--- config.mk ---
export PLATFORM = sky130hd
export DESIGN_NAME = led_serializer
export DESIGN_NICKNAME = d
export VERILOG_FILES = /design/src/rtl/led_ser_pkg.sv /design/src/rtl/led_ser_tick.sv /design/src/rtl/led_serializer.sv
export SDC_FILE = /design/constraint.sdc
export NUM_CORES = 1
export LEC_CHECK = 0
export CAP_MARGIN = 20
export CORE_MARGIN = 4
export CORE_UTILIZATION = 49
export CTS_CLUSTER_DIAMETER = 200
export DETAILED_ROUTE_END_ITERATION = 8
export PLACE_DENSITY = 0.75
export SETUP_SLACK_MARGIN = 0.15
export SYNTH_ARGS = -nofsm -noshare
export SYNTH_HDL_FRONTEND = slang
export SYNTH_SLANG_ARGS = --single-unit
--- constraint.sdc ---
create_clock -name clk -period 2.05 [get_ports clk]
set_input_delay 0.5125 -clock clk [delete_from_list [all_inputs] [get_ports clk]]
set_output_delay 0.5125 -clock clk [all_outputs]
set_load 0.03 [all_outputs]
--- src/rtl/led_ser_pkg.sv ---
// Shared types and helpers for the LED shift-register serializer.
package led_ser_pkg;

   typedef enum logic [1:0] {
      IDLE,
      CLEAR,
      SHIFT,
      LATCH
   } state_t;

   // Width of a counter that must hold 0..n-1; never narrower than one bit.
   function automatic int unsigned cnt_width(input int unsigned n);
      return (n < 2) ? 1 : $clog2(n);
   endfunction

endpackage

--- src/rtl/led_ser_tick.sv ---
// Phase tick generator: pulses o_tick on the last cycle of every CLK_DIV-cycle phase.
module led_ser_tick #(
   parameter int unsigned CLK_DIV = 4
) (
   input  logic clk,
   input  logic rst,
   input  logic i_clr,
   output logic o_tick
);
   import led_ser_pkg::*;

   localparam int unsigned   CW   = cnt_width(CLK_DIV);
   localparam logic [CW-1:0] LAST = CW'(CLK_DIV - 1);

   logic [CW-1:0] r_cnt;

   always_ff @(posedge clk or posedge rst) begin
      if (rst) begin
         r_cnt <= '0;
      end else if (i_clr || (r_cnt == LAST)) begin
         r_cnt <= '0;
      end else begin
         r_cnt <= r_cnt + 1'b1;
      end
   end

   assign o_tick = (r_cnt == LAST);

endmodule

--- src/rtl/led_serializer.sv ---
// Serializes a parallel frame into an external shift register:
// clear pulse, DATA_BITS clocked bits, then a latch strobe and a done pulse.
module led_serializer #(
   parameter int unsigned DATA_BITS = 16,
   parameter int unsigned CLK_DIV   = 4
) (
   input  logic                 clk,
   input  logic                 rst,
   input  logic                 start,
   input  logic [DATA_BITS-1:0] pdata,
   input  logic                 dir,
   output logic                 busy,
   output logic                 done,
   output logic                 sclk,
   output logic                 sclrn,
   output logic                 sout,
   output logic                 en
);
   import led_ser_pkg::*;

   localparam int unsigned   BW       = cnt_width(DATA_BITS);
   localparam logic [BW-1:0] LAST_BIT = BW'(DATA_BITS - 1);

   state_t               r_state;
   logic [DATA_BITS-1:0] r_shreg;
   logic                 r_dir;
   logic [BW-1:0]        r_bit;
   logic                 r_busy;
   logic                 r_done;
   logic                 r_sclk;
   logic                 r_sclrn;
   logic                 r_sout;
   logic                 r_en;

   logic                 w_tick;
   logic                 w_clr;
   logic                 w_head;
   logic                 w_last;
   logic [DATA_BITS-1:0] w_shifted;

   always_comb begin
      w_head    = r_dir ? r_shreg[0] : r_shreg[DATA_BITS-1];
      w_shifted = r_dir ? {1'b0, r_shreg[DATA_BITS-1:1]}
                        : {r_shreg[DATA_BITS-2:0], 1'b0};
      w_last    = (r_bit == LAST_BIT);
      // Tick-driven transitions wrap the divider on their own; the two
      // non-tick transitions (accept, latch exit) need an explicit clear.
      w_clr     = (r_state == IDLE) || ((r_state == LATCH) && !r_en);
   end

   led_ser_tick #(
      .CLK_DIV (CLK_DIV)
   ) u_tick (
      .clk    (clk),
      .rst    (rst),
      .i_clr  (w_clr),
      .o_tick (w_tick)
   );

   always_ff @(posedge clk or posedge rst) begin
      if (rst) begin
         r_state <= IDLE;
         r_shreg <= '0;
         r_dir   <= 1'b0;
         r_bit   <= '0;
         r_busy  <= 1'b0;
         r_done  <= 1'b0;
         r_sclk  <= 1'b0;
         r_sclrn <= 1'b1;
         r_sout  <= 1'b0;
         r_en    <= 1'b0;
      end else begin
         r_done <= 1'b0;
         case (r_state)
            IDLE: begin
               if (start) begin
                  r_shreg <= pdata;
                  r_dir   <= dir;
                  r_bit   <= '0;
                  r_busy  <= 1'b1;
                  r_sclrn <= 1'b0;
                  r_state <= CLEAR;
               end
            end
            CLEAR: begin
               if (w_tick) begin
                  r_sclrn <= 1'b1;
                  r_sout  <= w_head;
                  r_shreg <= w_shifted;
                  r_state <= SHIFT;
               end
            end
            SHIFT: begin
               if (w_tick) begin
                  if (!r_sclk) begin
                     r_sclk <= 1'b1;
                  end else begin
                     r_sclk <= 1'b0;
                     if (w_last) begin
                        r_sout  <= 1'b0;
                        r_bit   <= '0;
                        r_en    <= 1'b1;
                        r_state <= LATCH;
                     end else begin
                        r_bit   <= r_bit + 1'b1;
                        r_sout  <= w_head;
                        r_shreg <= w_shifted;
                     end
                  end
               end
            end
            LATCH: begin
               // One quiet cycle after the strobe so done lands after en falls.
               if (!r_en) begin
                  r_busy  <= 1'b0;
                  r_done  <= 1'b1;
                  r_state <= IDLE;
               end else if (w_tick) begin
                  r_en <= 1'b0;
               end
            end
            default: r_state <= IDLE;
         endcase
      end
   end

   assign busy  = r_busy;
   assign done  = r_done;
   assign sclk  = r_sclk;
   assign sclrn = r_sclrn;
   assign sout  = r_sout;
   assign en    = r_en;

endmodule

# Yosys cells after proc, flatten, opt, wreduce, memory -nomap -nowiden
# Cells that the tools add are included.
[classes]
n_eq_ne = 12
n_lt_le_gt_ge = 0
n_addsub = 2
div = 0
shift = 0
reduce_logical = 20
muxes = 41
multipliers = 0
n_bitwise = 0
[ops]
columns = ["operator", "n"]
rows = [
  ["16-bit 2-to-1 mux", 6],
  ["16-bit case mux with 3 select lines", 1],
  ["1-bit 2-to-1 mux", 17],
  ["4-bit 2-to-1 mux", 4],
  ["2-bit 2-to-1 mux", 7],
  ["4-bit AND reduction", 3],
  ["6-bit AND reduction", 2],
  ["2-bit inequality test, second input constant", 5],
  ["2-bit nonzero test", 5],
  ["1-bit case mux with 2 select lines", 4],
  ["2-bit case mux with 4 select lines", 1],
  ["4-bit case mux with 2 select lines", 1],
  ["2-bit equality test, second input constant", 3],
  ["3-bit AND reduction", 2],
  ["4-bit by 1-bit adder with 4-bit output, second input constant", 1],
  ["4-bit equality test, second input constant", 1],
  ["2-bit by 1-bit inequality test with 1-bit output, second input constant", 2],
  ["2-bit AND reduction", 2],
  ["3-bit nonzero test", 1],
  ["2-bit by 1-bit adder with 2-bit output, second input constant", 1],
  ["2-bit by 1-bit equality test with 1-bit output, second input constant", 1],
  ["2-bit logical NOT", 1],
  ["1-bit logical OR", 2],
  ["1-bit logical AND", 1],
  ["1-bit logical NOT", 1],
]
[word_totals]
reg_bits = 31
inputBits = 20
mem_bits_ro = 0
output_inout_bits = 6
ram_bits = 0
memories = 0
latch_bits = 0

# Logic depth before layout (Yosys ltp)
# Gate-level depths: netlist of the first run.
[logic_depth]
depth_word = 5
mapped_depth = 9
depth_no_buf = 6

# Modules after synthesis
# A second synthesis of the first run with hierarchy kept.
[unflattened]
cells_unflattened = 174
area_unflattened_um2 = 1854.3
[by_module_without_submodules]
columns = ["module", "n_inst", "area_each_um2", "cells_each"]
rows = [
  ["led_serializer", 1, 1765.4, 168],
  ["led_ser_tick", 1, 88.8, 6],
]

# Worst setup path after synthesis of the first run
# No wires, ideal clock.
[synth_timing]
path_kind = "flip-flop to flip-flop"
startpoint = "register r_state[0]"
endpoint = "register r_shreg[10]"
period_less_slack_ps = 2118
path_stages_with_launch = 10
slack_ps = -68
arrival_time_ps = 1993
cell_sequence = "dfrtp_1 inv_1 ha_1 buf_6 nand2_1 nor2_1 or4_4 buf_6 buf_12 mux2_4"
[synth_via]
elab_chain_cells = 3
[synth_lines]
columns = ["item", "line_no", "text"]
rows = [
  ["from (decl)", "led_serializer.sv:24", "state_t r_state;"],
  ["from (signal assigned)", "led_serializer.sv:62", "r_state <= IDLE;"],
  ["from (signal assigned)", "led_serializer.sv:82", "r_state <= CLEAR;"],
  ["from (signal assigned)", "led_serializer.sv:90", "r_state <= SHIFT;"],
  ["2-bit equality test, or another cell as far along", "led_serializer.sv:74", "case (r_state)"],
  ["2-bit inequality test (no line), or another cell as far along", "--", ""],
  ["6-bit AND reduction (no line)", "--", ""],
  ["to (signal assigned)", "led_serializer.sv:77", "r_shreg <= pdata;"],
  ["to (signal assigned)", "led_serializer.sv:89", "r_shreg <= w_shifted;"],
  ["to (signal assigned)", "led_serializer.sv:107", "r_shreg <= w_shifted;"],
  ["to (decl)", "led_serializer.sv:25", "logic [DATA_BITS-1:0] r_shreg;"],
]
# Parallel ways exist; a longest one is shown, timed or not.
# A chain may end at the register's enable or synchronous reset.

# Worst setup path after layout of the first run
[layout_timing]
startpoint = "input port start"
endpoint = "register r_shreg[9]"
[layout_via]
elab_chain_cells = 2
[layout_lines]
columns = ["item", "line_no", "text"]
rows = [
  ["from (decl)", "led_serializer.sv:9", "input logic start,"],
  ["2-bit inequality test (no line)", "--", ""],
  ["6-bit AND reduction (no line)", "--", ""],
]
# No other way between the ends.

==> impl_metrics.env, run 1 <==
export IMPL_multi_input_area_mm2=0.00104
export IMPL_place_area_mm2=0.00214
export IMPL_route_detailed_drc=0
export IMPL_p_sw_share_pct=21.0
export IMPL_insertion_delay_ns=0.28
export IMPL_area_delta_synth_final_pct=30.2
export IMPL_synth_edff_count=0
export IMPL_r2r_start="r_state[1]$_DFFE_PP0P_"
export IMPL_die_area_mm2=0.00477
export IMPL_initialDrtViolationCount=74
export IMPL_antenna_found_initial=0
export IMPL_powerDensity_mw_per_mm2=521
export IMPL_slew_viol_final=0
export IMPL_status="finished clean"
export IMPL_max_freq_mhz=513
export IMPL_num_vias=1418
export IMPL_cp_start_kind="input pin"
export IMPL_synthArstFlopShare_pct=100
export IMPL_seqCellArea_um2=778
export IMPL_clockBufferDepth=2
export IMPL_intPower_w=0.000981
export IMPL_slowest_stage="or4_4"
export IMPL_rr_endpoint="r_shreg[9]$_DFFE_PP0P_"
export IMPL_drv_cap=0
export IMPL_clockPowerShare_pct=42.8
export IMPL_grt_pass1_vias=1492
export IMPL_seqPwrFrac_pct=50.8
export IMPL_crit_path_cell_trace="clkdlybuf4s50_1, nor2b_4, or4_4, mux2_4"
export IMPL_slowest_delay_ns=0.63
export IMPL_skew_ns=0.00534
export IMPL_cp_max_fo=8
export IMPL_antenna_cells=0
export IMPL_setup_ws_ns=0.100
export IMPL_grt_max_degree=34
export IMPL_grt_usage_pct=16.8
export IMPL_ant_nets=0
export IMPL_final_area_mm2=0.00238
export IMPL_grt_overflow=0
export IMPL_yosysUniqueCellTypes=34
export IMPL_grt_setup_unrepaired="true"
export IMPL_end_kind="flop"
export IMPL_setup_worst_path_class="in2reg"
export IMPL_hold_class="reg2reg"
export IMPL_synth_cells=173
export IMPL_h_tree_depth=2
export IMPL_die_w_um=69.1
export IMPL_comb_power_share_pct=6.4
export IMPL_place_inst=241
export IMPL_rr_worst_depth=6
export IMPL_portBuffers=25
export IMPL_r2r_slack_ns=0.12
export IMPL_ys_flop_type="dfrtp_1"
export IMPL_ir_worst_vdd_v=0.000356
export IMPL_finalSetupViolations=0
export IMPL_min_period_over_period_pct=95.1
export IMPL_core_mm2=0.00347
export IMPL_p_switching_w=0.000260
export IMPL_synth_avg_cell_area_um2=10.6
export IMPL_ys_seq_elements=31
export IMPL_cts_clk_slew_worst_paths_ns=0.06
export IMPL_wl_per_cell_um=14.9
export IMPL_cts_tree="built"
export IMPL_routed_via_density=5.50
export IMPL_setup_tns_final_ns=0
export IMPL_row_count=21
export IMPL_grt_pass1_wl_um=6600
export IMPL_io_pins=26
export IMPL_chipHeight_um=69.1
export IMPL_p_leak_nw=1.04
export IMPL_drive_above_1_share_pct=29.7
export IMPL_max_slew_margin_pct=42.4
export IMPL_cts_inserted_buffers=5
export IMPL_hold_start="u_tick.r_cnt[0]$_DFF_PP0_"
export IMPL_drt_pass1_iter_count=4
export IMPL_whs_ns=0.457
export IMPL_clock_tree_root_cell="clkbuf_8"
export IMPL_initial_utilization_pct=52.7
export IMPL_finalNonFillerCells=258
export IMPL_yosysWarnings=0
export IMPL_hold_viol_final=0
export IMPL_hpwl_um=2560
export IMPL_pre_cts_ws_ns=-0.172
export IMPL_hold_path_cell_count=1
export IMPL_cp_required_ns=2.21
export IMPL_cts_sinks=31
export IMPL_synth_nets=201
export IMPL_fillers=275
export IMPL_final_nets=239
export IMPL_gp_congestion=0.778
export IMPL_syn_cell_area_mm2=0.00183
export IMPL_arrival_ns=2.11
export IMPL_worst_slew_pin_transition_ns=0.865
export IMPL_routed_wirelength_um=3840
export IMPL_layout_min_cycle_time_ns=1.95
export IMPL_ys_seq_area_share_pct=42.5
export IMPL_hold_path_end="u_tick.r_cnt[0]$_DFF_PP0_"
[worst max path at each step]
stage / start / end / slack (ns)
after floorplan: r_state[1]$_DFFE_PP0P_ / r_shreg[10]$_DFFE_PP0P_ / 0.06
after global placement: start / r_shreg[12]$_DFFE_PP0P_ / -0.13
after global routing: r_state[0]$_DFFE_PP0P_ / r_shreg[7]$_DFFE_PP0P_ / 0.08
after detailed placement: start / r_shreg[5]$_DFFE_PP0P_ / -0.17
after CTS: r_state[1]$_DFFE_PP0P_ / r_shreg[5]$_DFFE_PP0P_ / 0.13
final: start / r_shreg[9]$_DFFE_PP0P_ / 0.10
[state kept, by name (all words and copies together), names as in the netlist, 2 cells and up]
register	count
r_shreg	16
u_tick.r_cnt	2
r_state	2
r_bit	4
[power by group through the flow]
| stage | sequential (W) | combinational [W] | clock, W |
|---|---|---|---|
| final | 0.000631 | 0.0000797 | 0.000531 |
| after global routing | 0.000632 | 0.0000874 | 0.000560 |
| after CTS | 0.000630 | 0.0000804 | 0.000538 |
| after detailed placement | 0.000642 | 0.0000798 | 0 |
| after global placement | 0.000641 | 0.0000777 | 0 |
| after floorplan | 0.000641 | 0.0000319 | 0 |
[cell usage in the layout, fill, tap and decap left out, types with 7 or more instances in the layout]
| cell type | instances |
|---|---|
| dfrtp_1 | 29 |
| clkdlybuf4s50_1 | 22 |
| nor2_1 | 19 |
| a21oi_1 | 18 |
| mux2i_1 | 17 |
| buf_4 | 12 |
| mux2_4 | 10 |
| mux2_2 | 9 |
| o21ai_0 | 7 |
| clkbuf_8 | 7 |
[metal layers]
metal / global-route usage, % / wire, um / up-vias
met5: 0 / 0 / -
met4: 4.99 / 59 / 0
met3: 4.36 / 170 / 10
met2: 30.2 / 2020 / 35
met1: 19.4 / 1590 / 695
li1: - / - / 678
[synthesized netlist by cell type, drive strengths merged, types with 2 or more instances]
master / number / area share (%)
nand3: 4 / 1.1
clkbuf: 4 / 0.82
nand2b: 2 / 0.82
nand2: 8 / 1.6
nor4: 2 / 0.68
mux2i: 17 / 9.3
o21ai: 7 / 1.9
inv: 8 / 1.6
nor2: 21 / 4.3
a21oi: 19 / 5.4
buf: 6 / 3.5
nor2b: 4 / 1.4
ha: 8 / 5.5
mux2: 19 / 14
dfrtp: 30 / 41
[through the flow]
stage	total power, W	util (%)
2_1_floorplan	0.000673	-
3_3_place_gp	0.000719	61.7
3_5_place_dp	0.000721	61.7
4_1_cts	0.00125	67.4
5_1_grt	0.00128	68.7
6_report	0.00124	68.7
[cell families (layout without fill, tap and decap cells)]
| group | after synthesis | after routing | synth area share, % |
|---|---|---|---|
| AO/OA/AOI/OAI | 32 | 32 | 9.99 |
| XOR/XNOR | 1 | 1 | 0.479 |
| adder cells (fa/ha/maj) | 8 | 8 | 5.47 |
| buffers and inverters | 18 | 56 | 5.95 |
| flip-flops | 31 | 31 | 42.5 |
| multiplexers | 36 | 36 | 23.1 |
| AND/OR/NAND/NOR | 47 | 48 | 12.6 |
[critical path, delay by kind of cell]
kind	cells	cell delay (ns)
buffers and inverters	1	0.56
AND/OR/NAND/NOR	2	0.70
multiplexers	1	0.33
[what timing repair did]
item / CTS / global route
hold buffers: 0 / 0
buffers inserted: 6 / 2
endpoints found under the setup margin: 20 / 18
pin swaps: 3 / 5
gates cloned: 1 / 0
gates resized for setup: 15 / 6
[final cells by class]
class	count	share of cell area, %
clock buffers	8	4.20
inverters	8	1.37
multi-input cells	125	43.8
flip-flops and latches	31	32.7
well taps	46	2.42
repair buffers	40	15.6
Power figures use the tool's default switching activity.
==> run 2: changes to the inputs <==
CELL_PAD_IN_SITES_DETAIL_PLACEMENT = 0   (was default)
CELL_PAD_IN_SITES_GLOBAL_PLACEMENT = 1   (was default)
CORE_UTILIZATION = 38   (was 49)
GPL_TIMING_DRIVEN = 0   (was default)
PLACE_DENSITY = 0.74   (was 0.75)
==> run 2 against run 1 <==
  * The flow now finishes with violations (negative setup slack)
  * Critical endpoint is now r_shreg[6]$_DFFE_PP0P_
  * Routed wire length increased by 4.2%
  * Highest routed layer unchanged
  * Sequential power about the same
  * Combinational power increased by 5.0%
  * Largest cell class unchanged
  * Largest power group unchanged
  * Global-route usage decreased by 2.6 points
  * Critical path depth increased by 5
  * Non-clock buffer count increased by 9
  * Hold slack got worse by 0.012 ns
  * Worst setup slack got worse by 0.13 ns
  * Fmax decreased by 6.3%
==> impl_metrics.env, run 2 (synthesis gave the netlist of run 1 again) <==
export IMPL_grt_overflow=0
export IMPL_wl_per_cell_um=14.7
export IMPL_min_period_over_period_pct=102
export IMPL_clockPowerShare_pct=43.0
export IMPL_ant_nets=0
export IMPL_clockBufferDepth=2
export IMPL_place_area_mm2=0.00220
export IMPL_antenna_cells=0
export IMPL_p_sw_share_pct=21.5
export IMPL_final_area_mm2=0.00246
export IMPL_insertion_delay_ns=0.28
export IMPL_clock_tree_root_cell="clkbuf_8"
export IMPL_cts_inserted_buffers=5
export IMPL_worst_slew_pin_transition_ns=0.548
export IMPL_routed_wirelength_um=4010
export IMPL_area_delta_synth_final_pct=34.7
export IMPL_path_buf_inv=4
export IMPL_cp_num_cells=9
export IMPL_grt_setup_unrepaired="true"
export IMPL_gp_congestion=0.758
export IMPL_hold_path_cell_count=1
export IMPL_portBuffers=25
export IMPL_cts_tree="built"
export IMPL_whs_ns=0.445
export IMPL_p_leak_nw=1.08
export IMPL_grt_max_degree=21
export IMPL_setup_worst_path_class="reg2reg"
export IMPL_max_freq_mhz=480
export IMPL_routed_via_density=5.17
export IMPL_worst_path_dominant_cell_family="simple AND/OR/NAND/NOR gates"
export IMPL_violations="negative setup slack"
export IMPL_route_detailed_drc=0
export IMPL_initial_utilization_pct=40.6
export IMPL_intPower_w=0.000984
export IMPL_hold_viol_final=0
export IMPL_ir_worst_vdd_v=0.000280
export IMPL_cts_clk_slew_worst_paths_ns=0.07
export IMPL_finalSetupViolations=16
export IMPL_crit_path_cell_trace="inv_2, ha_4, buf_4, nor2_4, a21oi_2, or4_4, buf_8, buf_12, mux2_4"
export IMPL_comb_power_share_pct=6.7
export IMPL_slowest_delay_ns=0.43
export IMPL_largest_register="r_shreg"
export IMPL_setup_ws_ns=-0.0315
export IMPL_top_regs="r_shreg x16, r_bit x4"
export IMPL_final_nets=247
export IMPL_seqPwrFrac_pct=50.3
export IMPL_end_kind="flop"
export IMPL_p_switching_w=0.000270
export IMPL_final_common_cell="dfrtp_1"
export IMPL_core_mm2=0.00450
export IMPL_fillers=413
export IMPL_initialDrtViolationCount=91
export IMPL_max_slew_margin_pct=63.4
export IMPL_powerDensity_mw_per_mm2=509
export IMPL_largest_reg_flops=16
export IMPL_status="complete, but fails checks"
export IMPL_drt_pass1_iter_count=4
export IMPL_slew_viol_final=0
export IMPL_place_inst=251
export IMPL_cp_start_kind="flop"
export IMPL_grt_pass1_wl_um=6760
export IMPL_rr_worst_depth=9
export IMPL_io_pins=26
export IMPL_cts_sinks=31
export IMPL_arrival_ns=2.25
export IMPL_cp_max_fo=5
export IMPL_antenna_found_initial=0
export IMPL_num_vias=1406
export IMPL_drive_above_1_share_pct=29.1
export IMPL_skew_ns=0.00225
export IMPL_chipHeight_um=77.4
export IMPL_r2r_slack_ns=-0.03
export IMPL_slowest_stage="or4_4"
export IMPL_grt_pass1_vias=1411
export IMPL_die_area_mm2=0.00599
export IMPL_layout_min_cycle_time_ns=2.08
export IMPL_h_tree_depth=2
export IMPL_mostFrequentLayoutCells="29 x dfrtp_1, 22 x clkdlybuf4s50_1, 19 x nor2_1"
export IMPL_grt_usage_pct=14.1
export IMPL_cp_required_ns=2.22
export IMPL_row_count=24
export IMPL_utilization_pct=54.7
export IMPL_drv_cap=0
export IMPL_die_w_um=77.4
export IMPL_hpwl_um=2800
export IMPL_hold_class="reg2reg"
export IMPL_finalNonFillerCells=272
run 2: final cells by class:
type / instances / area (um2) / share of cell area (%)
tap: 52 / 65.1 / 2.64
multi-input combinational: 124 / 1010 / 41.1
buffer: 10 / 86.3 / 3.50
sequential: 31 / 778 / 31.6
inverter: 8 / 30.0 / 1.22
clock buffer: 8 / 100 / 4.06
timing repair buffer: 39 / 392 / 15.9
run 2: what timing repair did:
action / in CTS / in global routing
cloned: 1 / 0
hold buffers: 0 / 0
resized for setup: 12 / 3
pin swaps: 3 / 0
setup buffers: 11 / 1
setup endpoints to repair: 19 / 20
run 2: power groups by stage:
stage          combinational [W]  clock, W  sequential, W
2_1_floorplan          0.0000319         0       0.000641
3_3_place_gp           0.0000773         0       0.000641
3_5_place_dp           0.0000856         0       0.000642
4_1_cts                0.0000858  0.000549       0.000630
5_1_grt                0.0000921  0.000566       0.000631
6_report               0.0000837  0.000540       0.000631
run 2: per-stage QoR:
| stage | total power, W | setup TNS, ns | setup WS [ns] |
|---|---|---|---|
| after global placement | 0.000718 | -2.79 | -0.240 |
| after floorplan | 0.000673 | 0 | 0.0632 |
| after global routing | 0.00129 | -1.54 | -0.115 |
| after CTS | 0.00127 | -0.0955 | -0.0150 |
| after detailed placement | 0.000727 | -2.96 | -0.248 |
| final | 0.00125 | -0.326 | -0.0315 |
run 2: worst paths after layout:
path,from,endpoint
max,r_state[0]$_DFFE_PP0P_,r_shreg[6]$_DFFE_PP0P_
min,u_tick.r_cnt[0]$_DFF_PP0_,u_tick.r_cnt[0]$_DFF_PP0_
max reg2reg,r_state[0]$_DFFE_PP0P_,r_shreg[6]$_DFFE_PP0P_
min reg2reg,u_tick.r_cnt[0]$_DFF_PP0_,u_tick.r_cnt[0]$_DFF_PP0_
max in group asynchronous,rst,r_state[1]$_DFFE_PP0P_
min in group asynchronous,rst,sclk$_DFFE_PP0P_
run 2: worst reg2reg max path: stages, from the launching register on:
cell     delay, ns
dfrtp_1       0.40
inv_2         0.09
ha_4          0.17
buf_4         0.14
nor2_4        0.10
a21oi_2       0.05
or4_4         0.43
buf_8         0.15
buf_12        0.14
mux2_4        0.29
run 2: routing by layer:
| layer | track usage (%) | part of all wire [%] |
|---|---|---|
| met5 | 0 | 0 |
| met4 | 6.41 | 1.6 |
| met3 | 2.78 | 2.9 |
| met2 | 23.3 | 49 |
| met1 | 18.0 | 47 |
